$ cat config.mk
export PLATFORM = sky130hd
export DESIGN_NAME = serial_bit_adder
export DESIGN_NICKNAME = d
export VERILOG_FILES = /design/src/rtl/serial_bit_adder.sv
export SDC_FILE = /design/constraint.sdc
export NUM_CORES = 1
export LEC_CHECK = 0
export CAP_MARGIN = 30
export CORE_MARGIN = 2
export CORE_UTILIZATION = 40
export DETAILED_ROUTE_END_ITERATION = 12
export HOLD_SLACK_MARGIN = 0.05
export SYNTH_ARGS = -nofsm -noshare
export SYNTH_HDL_FRONTEND = slang
export SYNTH_SLANG_ARGS = --single-unit
$ cat constraint.sdc
create_clock -name clk -period 2 [get_ports clk]
set_input_delay 0.3 -clock clk [delete_from_list [all_inputs] [get_ports clk]]
set_output_delay 0.3 -clock clk [all_outputs]
set_load 0.02 [all_outputs]
$ cat src/rtl/serial_bit_adder.sv
// serial_bit_adder: unsigned bit-serial adder.
// Both operands are loaded in parallel. The sum is then formed one bit per clock,
// LSB first, through a single full adder and a carry flop.
// Ports:
//   clk        - clock; all state updates on the rising edge
//   reset      - synchronous, active-high; clears all state
//   load       - when sampled high, captures A/B and starts (or restarts) an addition
//   A, B       - WIDTH-bit operands, sampled only on a load edge
//   result     - registered (A+B) mod 2^WIDTH; holds until the next completion
//   carry_out  - registered carry out of the MSB; updates together with result
//   busy       - high while a serial addition is in progress
//   done       - one-cycle pulse in the cycle after result/carry_out update
module serial_bit_adder #(
  parameter int unsigned WIDTH = 8
) (
  input  logic             clk,
  input  logic             reset,
  input  logic             load,
  input  logic [WIDTH-1:0] A,
  input  logic [WIDTH-1:0] B,
  output logic [WIDTH-1:0] result,
  output logic             carry_out,
  output logic             busy,
  output logic             done
);

  localparam int unsigned CNT_W = (WIDTH > 2) ? $clog2(WIDTH) : 1;
  localparam logic [CNT_W-1:0] LAST_BIT = CNT_W'(WIDTH - 1);

  localparam logic [0:0] IDLE = 1'b0;
  localparam logic [0:0] RUN  = 1'b1;

  logic [0:0]       state_q,     state_d;
  logic [WIDTH-1:0] shreg_a_q,   shreg_a_d;
  logic [WIDTH-1:0] shreg_b_q,   shreg_b_d;
  logic [WIDTH-1:0] sum_q,       sum_d;
  logic             carry_q,     carry_d;
  logic [CNT_W-1:0] count_q,     count_d;
  logic [WIDTH-1:0] result_q,    result_d;
  logic             carry_out_q, carry_out_d;
  logic             busy_q,      busy_d;
  logic             done_pend_q, done_pend_d;
  logic             done_q,      done_d;

  logic sum_bit_c;
  logic carry_nxt_c;

  // Single full adder on the current LSBs
  always_comb begin
    sum_bit_c   = shreg_a_q[0] ^ shreg_b_q[0] ^ carry_q;
    carry_nxt_c = (shreg_a_q[0] & shreg_b_q[0]) |
                  (shreg_a_q[0] & carry_q) |
                  (shreg_b_q[0] & carry_q);
  end

  // State register
  always_ff @(posedge clk) begin
    if (reset) begin
      state_q     <= IDLE;
      shreg_a_q   <= '0;
      shreg_b_q   <= '0;
      sum_q       <= '0;
      carry_q     <= 1'b0;
      count_q     <= '0;
      result_q    <= '0;
      carry_out_q <= 1'b0;
      busy_q      <= 1'b0;
      done_pend_q <= 1'b0;
      done_q      <= 1'b0;
    end else begin
      state_q     <= state_d;
      shreg_a_q   <= shreg_a_d;
      shreg_b_q   <= shreg_b_d;
      sum_q       <= sum_d;
      carry_q     <= carry_d;
      count_q     <= count_d;
      result_q    <= result_d;
      carry_out_q <= carry_out_d;
      busy_q      <= busy_d;
      done_pend_q <= done_pend_d;
      done_q      <= done_d;
    end
  end

  // Next-state and output logic
  always_comb begin
    state_d     = state_q;
    shreg_a_d   = shreg_a_q;
    shreg_b_d   = shreg_b_q;
    sum_d       = sum_q;
    carry_d     = carry_q;
    count_d     = count_q;
    result_d    = result_q;
    carry_out_d = carry_out_q;
    busy_d      = busy_q;
    // done trails the result update by one cycle, hence the pending stage
    done_pend_d = 1'b0;
    done_d      = done_pend_q;

    if (load) begin
      // A load always (re)starts; an in-flight addition is dropped silently
      state_d   = RUN;
      shreg_a_d = A;
      shreg_b_d = B;
      sum_d     = '0;
      carry_d   = 1'b0;
      count_d   = '0;
      busy_d    = 1'b1;
    end else begin
      case (state_q)
        RUN: begin
          shreg_a_d = shreg_a_q >> 1;
          shreg_b_d = shreg_b_q >> 1;
          carry_d   = carry_nxt_c;
          // Sum bits enter at the MSB so the LSB lands at bit 0 after WIDTH shifts
          sum_d     = {sum_bit_c, sum_q[WIDTH-1:1]};
          count_d   = count_q + CNT_W'(1);
          if (count_q == LAST_BIT) begin
            state_d     = IDLE;
            result_d    = {sum_bit_c, sum_q[WIDTH-1:1]};
            carry_out_d = carry_nxt_c;
            busy_d      = 1'b0;
            done_pend_d = 1'b1;
            count_d     = '0;
          end
        end
        default: begin
          state_d = IDLE;
          busy_d  = 1'b0;
        end
      endcase
    end
  end

  assign result    = result_q;
  assign carry_out = carry_out_q;
  assign busy      = busy_q;
  assign done      = done_q;

endmodule

### Yosys cells after proc, flatten, opt, wreduce, memory -nomap -nowiden

Cells that the tools add are included.

| storage, ports and cells | value |
|---|---|
| flip-flop bits (word level) | 41 |
| input bits | 19 |
| output and inout bits | 11 |
| word-level logic and storage cells | 39 |

| cells by class | value |
|---|---|
| $add $sub $neg | 1 |
| eq/ne operators | 2 |
| mux-type cells | 12 |
| bitwise logic cells | 9 |
| reductions and logical operators | 4 |

Operators with widths:

| cell | count |
|---|---|
| two-way mux 8 bit | 4 |
| two-way mux 1 bit | 7 |
| adder 3 x 1 -> 3 bit (second input constant) | 1 |
| bitwise AND 1 bit | 3 |
| == test 3 bit (second input constant) | 1 |
| two-way mux 3 bit | 1 |
| inequality test 3 x 2 -> 1 bit (second input constant) | 1 |
| AND reduction 3 bit | 1 |
| OR reduction 3 bit | 1 |
| NOT 1 bit | 2 |
| OR 1 bit | 2 |
| nonzero test 2 bit | 1 |
| OR reduction 2 bit | 1 |
| bitwise XOR 1 bit | 2 |

### Longest topological paths before layout

| logic depth | value |
|---|---|
| depth in word-level cells | 4 |
| mapped depth | 5 |
| gate-level depth less buffers | 4 |

### Worst setup path after synthesis

OpenSTA, ideal clock, no wires.

| path | value |
|---|---|
| path kind | reg2reg |
| start | register count_q[0] |
| end | register carry_out_q, in the netlist carry_out |
| setup time | 0.125 ns |
| data arrival time | 1.153 ns |
| required time | 1.875 ns |
| setup slack | 0.722 ns |
| cell stages (with the launch flop) | 6 |
| path buffers | 1 |
| period minus slack after synthesis | 1.278 ns |
| cell sequence | dfxtp_1 -> ha_1 -> ha_1 -> and3b_1 -> buf_2 -> mux2i_1 |

| between the ends | value |
|---|---|
| longest elaborated chain between the ends | 2 |

RTL lines:

| item | line | RTL |
|---|---|---|
| start, declared | 38 | `logic [CNT_W-1:0] count_q, count_d;` |
| start signal, assigned | 76 | `count_q <= count_d;` |
| == test 3 bit | 118 | `if (count_q == LAST_BIT) begin` |
| AND reduction 3 bit (no line) | - |  |
| end signal, assigned | 78 | `carry_out_q <= carry_out_d;` |
| end, declared | 40 | `logic carry_out_q, carry_out_d;` |

No other way between the ends.
A chain may end at the register's enable or synchronous reset.

### Worst setup path in the final report

| path | value |
|---|---|
| start | register busy_q, in the netlist busy |
| end | output port busy |

RTL lines:

| item | line | RTL |
|---|---|---|
| start, declared | 41 | `logic busy_q, busy_d;` |
| start signal, assigned | 79 | `busy_q <= busy_d;` |
| end, declared | 23 | `output logic busy,` |

No word-level cell between the ends.

==> implementation parameters <==
Parameter                              Value

Power
  Combinational share of power ... 0.103
  Power per cell area ... 728 mW/mm²
  Part of the power in registers ... 0.547
  Internal power of the cells ... 1.20 mW
  Part of the power in the clock network ... 0.350
  Net switching power of the design ... 0.344 mW
  Leakage power total ... 0.775 nW
  Power, Total ... 1.54 mW
  Switching power as a share of total power ... 0.223
  Worst VDD drop ... 0.412 mV

CTS
  Worst-skew pair later-pin latency ... 280 ps
  Inserted Clock Buffers ... 5
  CTS Root Buffer Type ... sky130_fd_sc_hd__clkbuf_8
  Clock Tree Buf Depth ... 2
  Resized Gates After CTS ... 0
  Sink count of the clock tree ... 40
  Number of buffers added to fix hold violations after cts ... 0
  Deepest level of the CTS H-tree ... 2
  Clock edge transition at the registers on the reported setup and hold paths ... 70 ps
  Clock tree from TritonCTS ... yes
  Number of buffers inserted by post-CTS setup repair ... 0

Global route
  Antenna violations before repair ... 0
  Vias in the first global route ... 1172
  Total grt overflow ... 0
  Pin count of the biggest net entering global routing ... 20
  All-Layer GR Usage ... 0.138
  Global-route wire length before repair ... 5.32 mm

STA
  Final Worst Setup Slack ... 458 ps
  Fin crit period ... 1540 ps
  Setup repair after global routing missed its margin ... false
  Worst max-slew margin expressed relative to the limit ... 0.681
  Number of failing setup endpoints in the final timing report ... 0
  Fin. max-slew vios ... 0
  Aggregate negative setup slack ... 0 ps
  Transition time of the tightest slew-check pin ... 479 ps
  Hold Slack ... 444 ps
  Setup Skew ... 3.56 ps
  Final period utilization ... 0.771
  Final Hold Vio Count ... 0
  Max Freq ... 0.648 GHz

Drt
  Post-detailed-routing wire length ... 2.96 mm
  Met3 layer wire length in the routed design ... 165 µm
  Routed vias ... 1189
  Routed Antenna Nets ... 0
  Router iterations before antenna repair ... 4
  Residual DRC ... 0
  Number of vias per cell ... 4.87
  DRT met1 WL ... 1.35 mm
  WL per Instance ... 12.1 µm
  Highest signal layer in the routed design ... met4
  Detail Route met2 WL ... 1.39 mm
  Violation count after the first detailed-routing iteration ... 46

Worst setup path
  Startpoint types ... flop
  Reg-to-reg setup timing slack ... 630 ps
  Kind of critical path ... reg2out
  Critical path's top delay family ... buffers and inverters
  Cells along the critical path ... clkdlybuf4s50_1
  CP peak stage delay ... 610 ps
  CP endpoint kind ... output pin
  Maximum fanout along the worst path ... 2
  Slowest cell on the critical path ... sky130_fd_sc_hd__clkdlybuf4s50_1
  CP Data Arrival Time ... 1240 ps
  Required time at the worst-slack endpoint ... 1700 ps
  Count of buffer and inverter cells on the critical path ... 1

Floorplan
  Number of core rows ... 23
  # IOs ... 30
  Die width ... 69.4 µm
  Starting utilization of the core area ... 0.421
  DIE AREA ... 0.00481 mm²
  Core footprint ... 0.00406 mm²
  Height of the chip ... 69.4 µm

Placement
  Detailed placer's ending HPWL ... 2.16 mm
  Pre-CTS setup slack ... 311 ps
  GPL Wtd Cong ... 0.697
  Number of buffer cells added on primary ports ... 29

Final layout
  Leading cell type in the layout, fill and taps excluded ... sky130_fd_sc_hd__dfxtp_1
  Area overhead of the layout relative to synthesis ... 23.9%
  Net count reported at finish ... 215
  Antenna Diode Count ... 0
  Fraction of layout cells with a size suffix above 1 ... 0.0619
  Final-layout fill cell count ... 380
  Most frequent cells in the layout ... 40 x sky130_fd_sc_hd__dfxtp_1, 33 x sky130_fd_sc_hd__mux2i_1, 29 x sky130_fd_sc_hd__clkdlybuf4s50_1

Yosys
  Mapped Cells ... 164
  Share of synthesized area occupied by flip-flops and latches ... 0.469
  Synth warnings ... 0
  Synthesized cell area ... 0.00171 mm²
  Mapped Nets ... 186
  Average instance area after synthesis ... 10.4 µm²
  Number of library cell types mapped by synthesis ... 19
  Flip-flop and latch count after synthesis ... 40

Min path
  HP Class ... reg2reg

Flow run
  Number of maximum-capacitance constraint violations ... 0

Outcome
  Result of the run ... complete, no violations
[registers in the layout, indices dropped and copies added (netlist names)]
| register | cells |
|---|---|
| result | 8 |
| shreg_a_q | 8 |
| shreg_b_q | 8 |
| sum_q | 7 |
| count_q | 3 |
| busy | 1 |
| carry_out | 1 |
| carry_q | 1 |
| done | 1 |
| done_d | 1 |
| state_q | 1 |
[metrics by stage]
stage | area (µm²) | instances | util
floorplan | 1710 | 164 | -
global placement | 2030 | 236 | 0.500
detailed placement | 2030 | 236 | 0.500
CTS | 2120 | 244 | 0.522
global route | 2120 | 244 | 0.522
finish | 2120 | 244 | 0.522
[cell families (layout without fill, tap and decap cells)]
family / Yosys count / count (layout) / share of synthesized area
adder cells (fa/ha/maj): 3 / 3 / 0.0264
multiplexers: 33 / 33 / 0.193
AO/OA/AOI/OAI: 19 / 19 / 0.0761
buffers and inverters: 14 / 44 / 0.0483
AND/OR/NAND/NOR: 55 / 55 / 0.187
flip-flops: 40 / 40 / 0.469
[routing by layer]
layer / track usage / vias up
li1: - / 612
met1: 0.168 / 544
met2: 0.216 / 26
met3: 0.0567 / 7
met4: 0.0523 / 0
met5: 0 / -
[cell usage after synthesis]
library cell / number / share of area
sky130_fd_sc_hd__a211oi_1: 14 / 0.061
sky130_fd_sc_hd__a21oi_1: 5 / 0.015
sky130_fd_sc_hd__and3b_1: 1 / 0.0051
sky130_fd_sc_hd__buf_2: 6 / 0.018
sky130_fd_sc_hd__buf_4: 2 / 0.0088
sky130_fd_sc_hd__buf_6: 2 / 0.013
sky130_fd_sc_hd__clkbuf_1: 3 / 0.0066
sky130_fd_sc_hd__dfxtp_1: 40 / 0.47
sky130_fd_sc_hd__fa_1: 1 / 0.012
sky130_fd_sc_hd__ha_1: 2 / 0.015
sky130_fd_sc_hd__inv_1: 1 / 0.0022
sky130_fd_sc_hd__mux2i_1: 33 / 0.19
sky130_fd_sc_hd__nand2_1: 3 / 0.0066
sky130_fd_sc_hd__nand2b_1: 20 / 0.073
sky130_fd_sc_hd__nand3b_1: 1 / 0.0044
sky130_fd_sc_hd__nor2_1: 11 / 0.024
sky130_fd_sc_hd__nor2b_1: 15 / 0.055
sky130_fd_sc_hd__or2_1: 1 / 0.0037
sky130_fd_sc_hd__or3b_1: 3 / 0.015
[final cells by class]
| cell class | count | area, µm² | area share |
|---|---|---|---|
| multi-input cells | 110 | 826 | 0.390 |
| flip-flops and latches | 40 | 801 | 0.378 |
| repair buffers | 35 | 335 | 0.158 |
| clock buffers | 8 | 90.1 | 0.0425 |
| well taps | 50 | 62.6 | 0.0295 |
| inverters | 1 | 3.75 | 0.00177 |
[power by group through the flow]
stage	Sequential, mW	Combinational (mW)	Clock (mW)
floorplan	0.855	0.111	0
global placement	0.860	0.157	0
detailed placement	0.861	0.161	0
CTS	0.843	0.162	0.556
global route	0.847	0.177	0.589
finish	0.843	0.159	0.539
[path summary, 6_finish.rpt]
path | cells after the start | to | startpoint
hold reg to reg | 1 | done | done_d
setup / recovery | 1 | busy | busy
hold / removal | 1 | done | done_d
setup reg to reg | 5 | carry_out | count_q[0]
Note: power is estimated with default switching activity, not from simulation.
==> RTL change 1: new RTL, same flow settings <==
`shreg_a_q`, `shreg_b_q`, `sum_q` and `result_q` no longer have a reset.
--- a/src/rtl/serial_bit_adder.sv
+++ b/src/rtl/serial_bit_adder.sv
@@ -57,29 +57,28 @@
   always_ff @(posedge clk) begin
     if (reset) begin
       state_q     <= IDLE;
-      shreg_a_q   <= '0;
-      shreg_b_q   <= '0;
-      sum_q       <= '0;
       carry_q     <= 1'b0;
       count_q     <= '0;
-      result_q    <= '0;
       carry_out_q <= 1'b0;
       busy_q      <= 1'b0;
       done_pend_q <= 1'b0;
       done_q      <= 1'b0;
     end else begin
       state_q     <= state_d;
-      shreg_a_q   <= shreg_a_d;
-      shreg_b_q   <= shreg_b_d;
-      sum_q       <= sum_d;
       carry_q     <= carry_d;
       count_q     <= count_d;
-      result_q    <= result_d;
       carry_out_q <= carry_out_d;
       busy_q      <= busy_d;
       done_pend_q <= done_pend_d;
       done_q      <= done_d;
     end
+  end
+
+  always_ff @(posedge clk) begin
+    shreg_a_q <= shreg_a_d;
+    shreg_b_q <= shreg_b_d;
+    sum_q     <= sum_d;
+    result_q  <= result_d;
   end
 
   // Next-state and output logic
Behaviour: differs if reset is asserted again (counterexample within 10 cycles, from zero or initial values and one cycle with reset high); with reset held inactive, the same outputs for 10 cycles.
==> RTL change 1 against the unedited design <==
  * Worst setup slack gained 0.0023 ns
  * Sequential cell count is the same
  * Register-to-register slack lost 0.15 ns
  * Synthesized area shrank 10%
  * Routed wire length shrank 25%
  * Utilization grew 0.92 points
  * Design area shrank 7.5%
  * Global-route usage shrank 2.5 points
  * Total power grew 1.2%
  * Sequential share of layout area grew 15 points
  * Largest power group unchanged
==> RTL change 1: results (changes against the unedited design) <==
- Outcome: complete, no violations (unchanged).
- The multi-input combinational cell count is 54 (was 110).
- The count of filler cells inserted in the layout is 330 (was 380).
- The reg-to-reg setup timing slack was 0.48 ns (was 0.63 ns).
- The internal power contribution was 1.25 mW (was 1.20 mW).
- The cell count of the worst reg-to-reg path was 3 (was 5).
- The launch point of the worst path was carry_out$_SDFFE_PP0P_ (was busy$_SDFFE_PP0P_).
- The number of global-route vias before repair is 752 (was 1,172).
- The net count of the mapped netlist is 123 (was 186).
- The most common flop cell mapped by yosys was edfxtp_1 (was dfxtp_1).
- The critical path endpoint is carry_out (was busy).
- The clock buffer count in the final layout came to 7 (was 8).
- The actual transition at the worst max-transition pin is 0.424 ns (was 0.479 ns).
- The largest voltage drop on the vdd net was 0.438 mV (was 0.412 mV).
- The number of signal-net buffers in the layout is 32 (was 35).
- The part of the total power dissipated in sequential elements is 60.3% (was 54.7%).
- The fraction of standard cell area that is sequential came to 53.1% (was 37.8%).
- The share of the final layout cell area in multi-input gates is 23.6% (was 39.0%).
- The capture point of the worst reg-to-reg path is result[4]$_DFFE_PP_ (was carry_out$_SDFFE_PP0P_).
- The number of enable-type register cells in the synthesized netlist is 24 (was 0).
- The number of cells on the worst hold path is 0 (was 1).
- The fraction of area in clock buffers and inverters came to 4.09% (was 4.25%).
- The total vias in the final route is 871 (was 1,189).
- The leakage component of the power was 0.718 nW (was 0.775 nW).
- The share of synthesized cell area in full adder, half adder and majority cells was 2.93% (was 2.64%).
- The initial DRC count was 25 (was 46).
- The fraction of layout instances using a drive strength above 1 came to 17.8% (was 6.19%).
- The end of the worst hold path is result[0]$_DFFE_PP_ (was done$_SDFF_PP0_).
- The final setup skew is 0.00298 ns (was 0.00356 ns).
- The sequential cell area fraction in the yosys report is 67.6% (was 46.9%).
- The share of the synthesized area in the top cell type is 46.8% (was 46.9%).
- The number of distinct library cell variants in the gate-level netlist after synthesis came to 23 (was 19).
- Area contributors post-synth: edfxtp_1, dfxtp_1, mux2_2, mux2i_1, nor2_1 (was dfxtp_1, mux2i_1, nand2b_1, a211oi_1, nor2b_1).
- The proportion of synthesized area in mux cells was 17.4% (was 19.3%).
- The flip-flop and latch power is 0.940 mW (was 0.843 mW).
- The aggregate global-route resource usage is 11.2% (was 13.8%).
- The placer's final routability congestion estimate was 0.739 (was 0.697).
- Cell types with the highest counts after synthesis: edfxtp_1, dfxtp_1, mux2_2, mux2i_1, nor2_1 (was dfxtp_1, mux2i_1, nand2b_1, nor2b_1, a211oi_1).
- The routed length per instance was 12.1 µm (about the same).
RTL change 1: cell count changes in the layout (fill, tap and decap cells not counted), moves of 17 or more:
cell      unedited run  this run
mux2i_1             33        11
edfxtp_1             0        24
dfxtp_1             40        16
nand2b_1            20         3
RTL change 1: metrics by stage:
step                      std cells  utilization [%]  hold WS [ns]  cell area [µm²]  setup slack (ns)
after floorplan                 101                -         0.408             1540             0.666
after global placement          175             50.9         0.416             1880             0.275
after detailed placement        175             50.9         0.421             1880             0.237
after CTS                       183             53.1         0.438             1960             0.439
after global routing            183             53.1         0.455             1960             0.391
final                           183             53.1         0.435             1960             0.460
RTL change 1: routing by layer:
metal | wire length, µm | vias to the layer above | part of all wire (%) | GRT usage [%]
li1 | - | 427 | - | -
met1 | 967 | 409 | 44 | 12.7
met2 | 1060 | 28 | 48 | 17.9
met3 | 122 | 7 | 5.5 | 3.75
met4 | 63 | 0 | 2.8 | 7.65
met5 | 0 | - | 0 | 0
==> RTL change 2: new RTL, same flow settings <==
Made on the original files. Change the parameter `WIDTH` from 8 to 16.
--- a/src/rtl/serial_bit_adder.sv
+++ b/src/rtl/serial_bit_adder.sv
@@ -11,7 +11,7 @@
 //   busy       - high while a serial addition is in progress
 //   done       - one-cycle pulse in the cycle after result/carry_out update
 module serial_bit_adder #(
-  parameter int unsigned WIDTH = 8
+  parameter int unsigned WIDTH = 16
 ) (
   input  logic             clk,
   input  logic             reset,
Ports: changed (resized A, B and result); port bits go from 30 to 54. No check against the original RTL was run, so the function may have changed too.
==> RTL change 2 against the unedited design <==
  * Combinational power up 94%
  * Worst setup slack worse by 0.060 ns
  * Total power up 82%
  * Synthesized area up 84%
  * Synthesized cell count up 81%
  * Sequential cell count up 33
  * Sequential power up 80%
  * Design area up 84%
  * Routed wire length up 83%
  * Global-route usage down 0.079 points
  * Largest cell class unchanged
==> RTL change 2: results (changes against the unedited design) <==
- The worst slew margin relative to its limit is 74.0% (was 68.1%).
- The number of H-tree branching levels is 3 (was 2).
- The largest voltage drop on the vdd net came to 0.375 mV (was 0.412 mV).
- The final-stage net count is 384 (was 215).
- The total met2 wirelength after detailed routing was 2340 µm (was 1390 µm).
- The routing usage on met1 came to 17.6% (was 16.8%).
- The placer's final routability congestion estimate is 0.693 (was 0.697).
- Outcome: complete, no violations (unchanged).
- The number of buffers added by the clock tree synthesis step was 9 (was 5).
- The area of placed instances was 3730 µm² (was 2030 µm²).
- The count of filler cells inserted in the layout is 728 (was 380).
- The number of global-route vias before repair is 2,035 (was 1,172).
- The total vias in the final route is 2,108 (was 1,189).
- The total met3 wirelength after detailed routing is 293 µm (was 165 µm).
- The capture point of the worst reg-to-reg path is result[13]$_SDFFE_PP0P_ (was carry_out$_SDFFE_PP0P_).
- The first-pass GRT wire length is 9340 µm (was 5320 µm).
- The mean post-synth cell area is 10.6 µm² (was 10.4 µm²).
- The aggregate global-route resource usage is 13.7% (was 13.8%).
- The reg-to-reg setup timing slack is 0.46 ns (was 0.63 ns).
- The total half-perimeter wirelength after legalization and detailed placement is 3500 µm (was 2160 µm).
- The final setup skew is 0.00847 ns (was 0.00356 ns).
- Area contributors post-synth: dfxtp_1, mux2i_1, mux2_2, nand2b_1, nor2_1 (was dfxtp_1, mux2i_1, nand2b_1, a211oi_1, nor2b_1).
- The initial DRC count was 67 (was 46).
- The leakage component of the power is 1.51 nW (was 0.775 nW).
- The sequential cell area fraction in the yosys report is 46.5% (was 46.9%).
- The count of input and output buffers is 53 (was 29).
- Cell types with the highest counts after synthesis: dfxtp_1, mux2i_1, nor2_1, nand2b_1, mux2_2 (was dfxtp_1, mux2i_1, nand2b_1, nor2b_1, a211oi_1).
- The global-route track usage on met2 is 21.1% (was 21.6%).
- The number of distinct library cell variants in the gate-level netlist after synthesis is 26 (was 19).
- The total instance count after detailed placement is 438 (was 236).
- The final cell count without fillers is 453 (was 244).
- The sum of routed wire segments on met1 came to 2660 µm (was 1350 µm).
==> RTL change 2: cell types whose count changed after synthesis, moves of 3 or more <==
cell,delta
a211oi_1,-14
buf_4,+4
nor2b_1,-14
mux2_2,+30
clkbuf_1,+4
mux2i_1,+31
dfxtp_1,+33
nand2b_1,+15
nor2_1,+44
or3b_1,-3
==> RTL change 2: cell families (layout without fill, tap and decap cells) <==
group / after synthesis / in the layout / share of synthesized area (%)
AO/OA/AOI/OAI: 6 / 6 / 1.23
XOR/XNOR: 1 / 1 / 0.279
adder cells (fa/ha/maj): 2 / 2 / 1.03
buffers and inverters: 21 / 75 / 4.18
flip-flops: 73 / 73 / 46.5
multiplexers: 94 / 94 / 31.1
AND/OR/NAND/NOR: 100 / 100 / 15.7
==> RTL change 2: cell type report <==
class	count	area share, %
timing repair buffer	60	15.0
clock buffer	12	3.73
clock inverter	3	0.450
multi-input combinational	203	40.0
tap	102	3.28
sequential	73	37.5
==> RTL change 2: where the power goes <==
group | internal [mW] | total [mW] | leakage [nW] | switching, mW
clock | 0.474 | 0.969 | 0.0822 | 0.495
sequential | 1.50 | 1.52 | 0.595 | 0.0236
combinational | 0.183 | 0.308 | 0.830 | 0.125
total | 2.16 | 2.80 | 1.51 | 0.644
==> RTL change 2: stage by stage <==
| stage | power (mW) | hold WS [ns] | setup WS [ns] |
|---|---|---|---|
| 2_1_floorplan | 1.76 | 0.414 | 0.614 |
| 3_3_place_gp | 1.86 | 0.422 | 0.504 |
| 3_5_place_dp | 1.87 | 0.425 | 0.454 |
| 4_1_cts | 2.85 | 0.430 | 0.363 |
| 5_1_grt | 2.96 | 0.460 | 0.281 |
| 6_report | 2.80 | 0.437 | 0.398 |
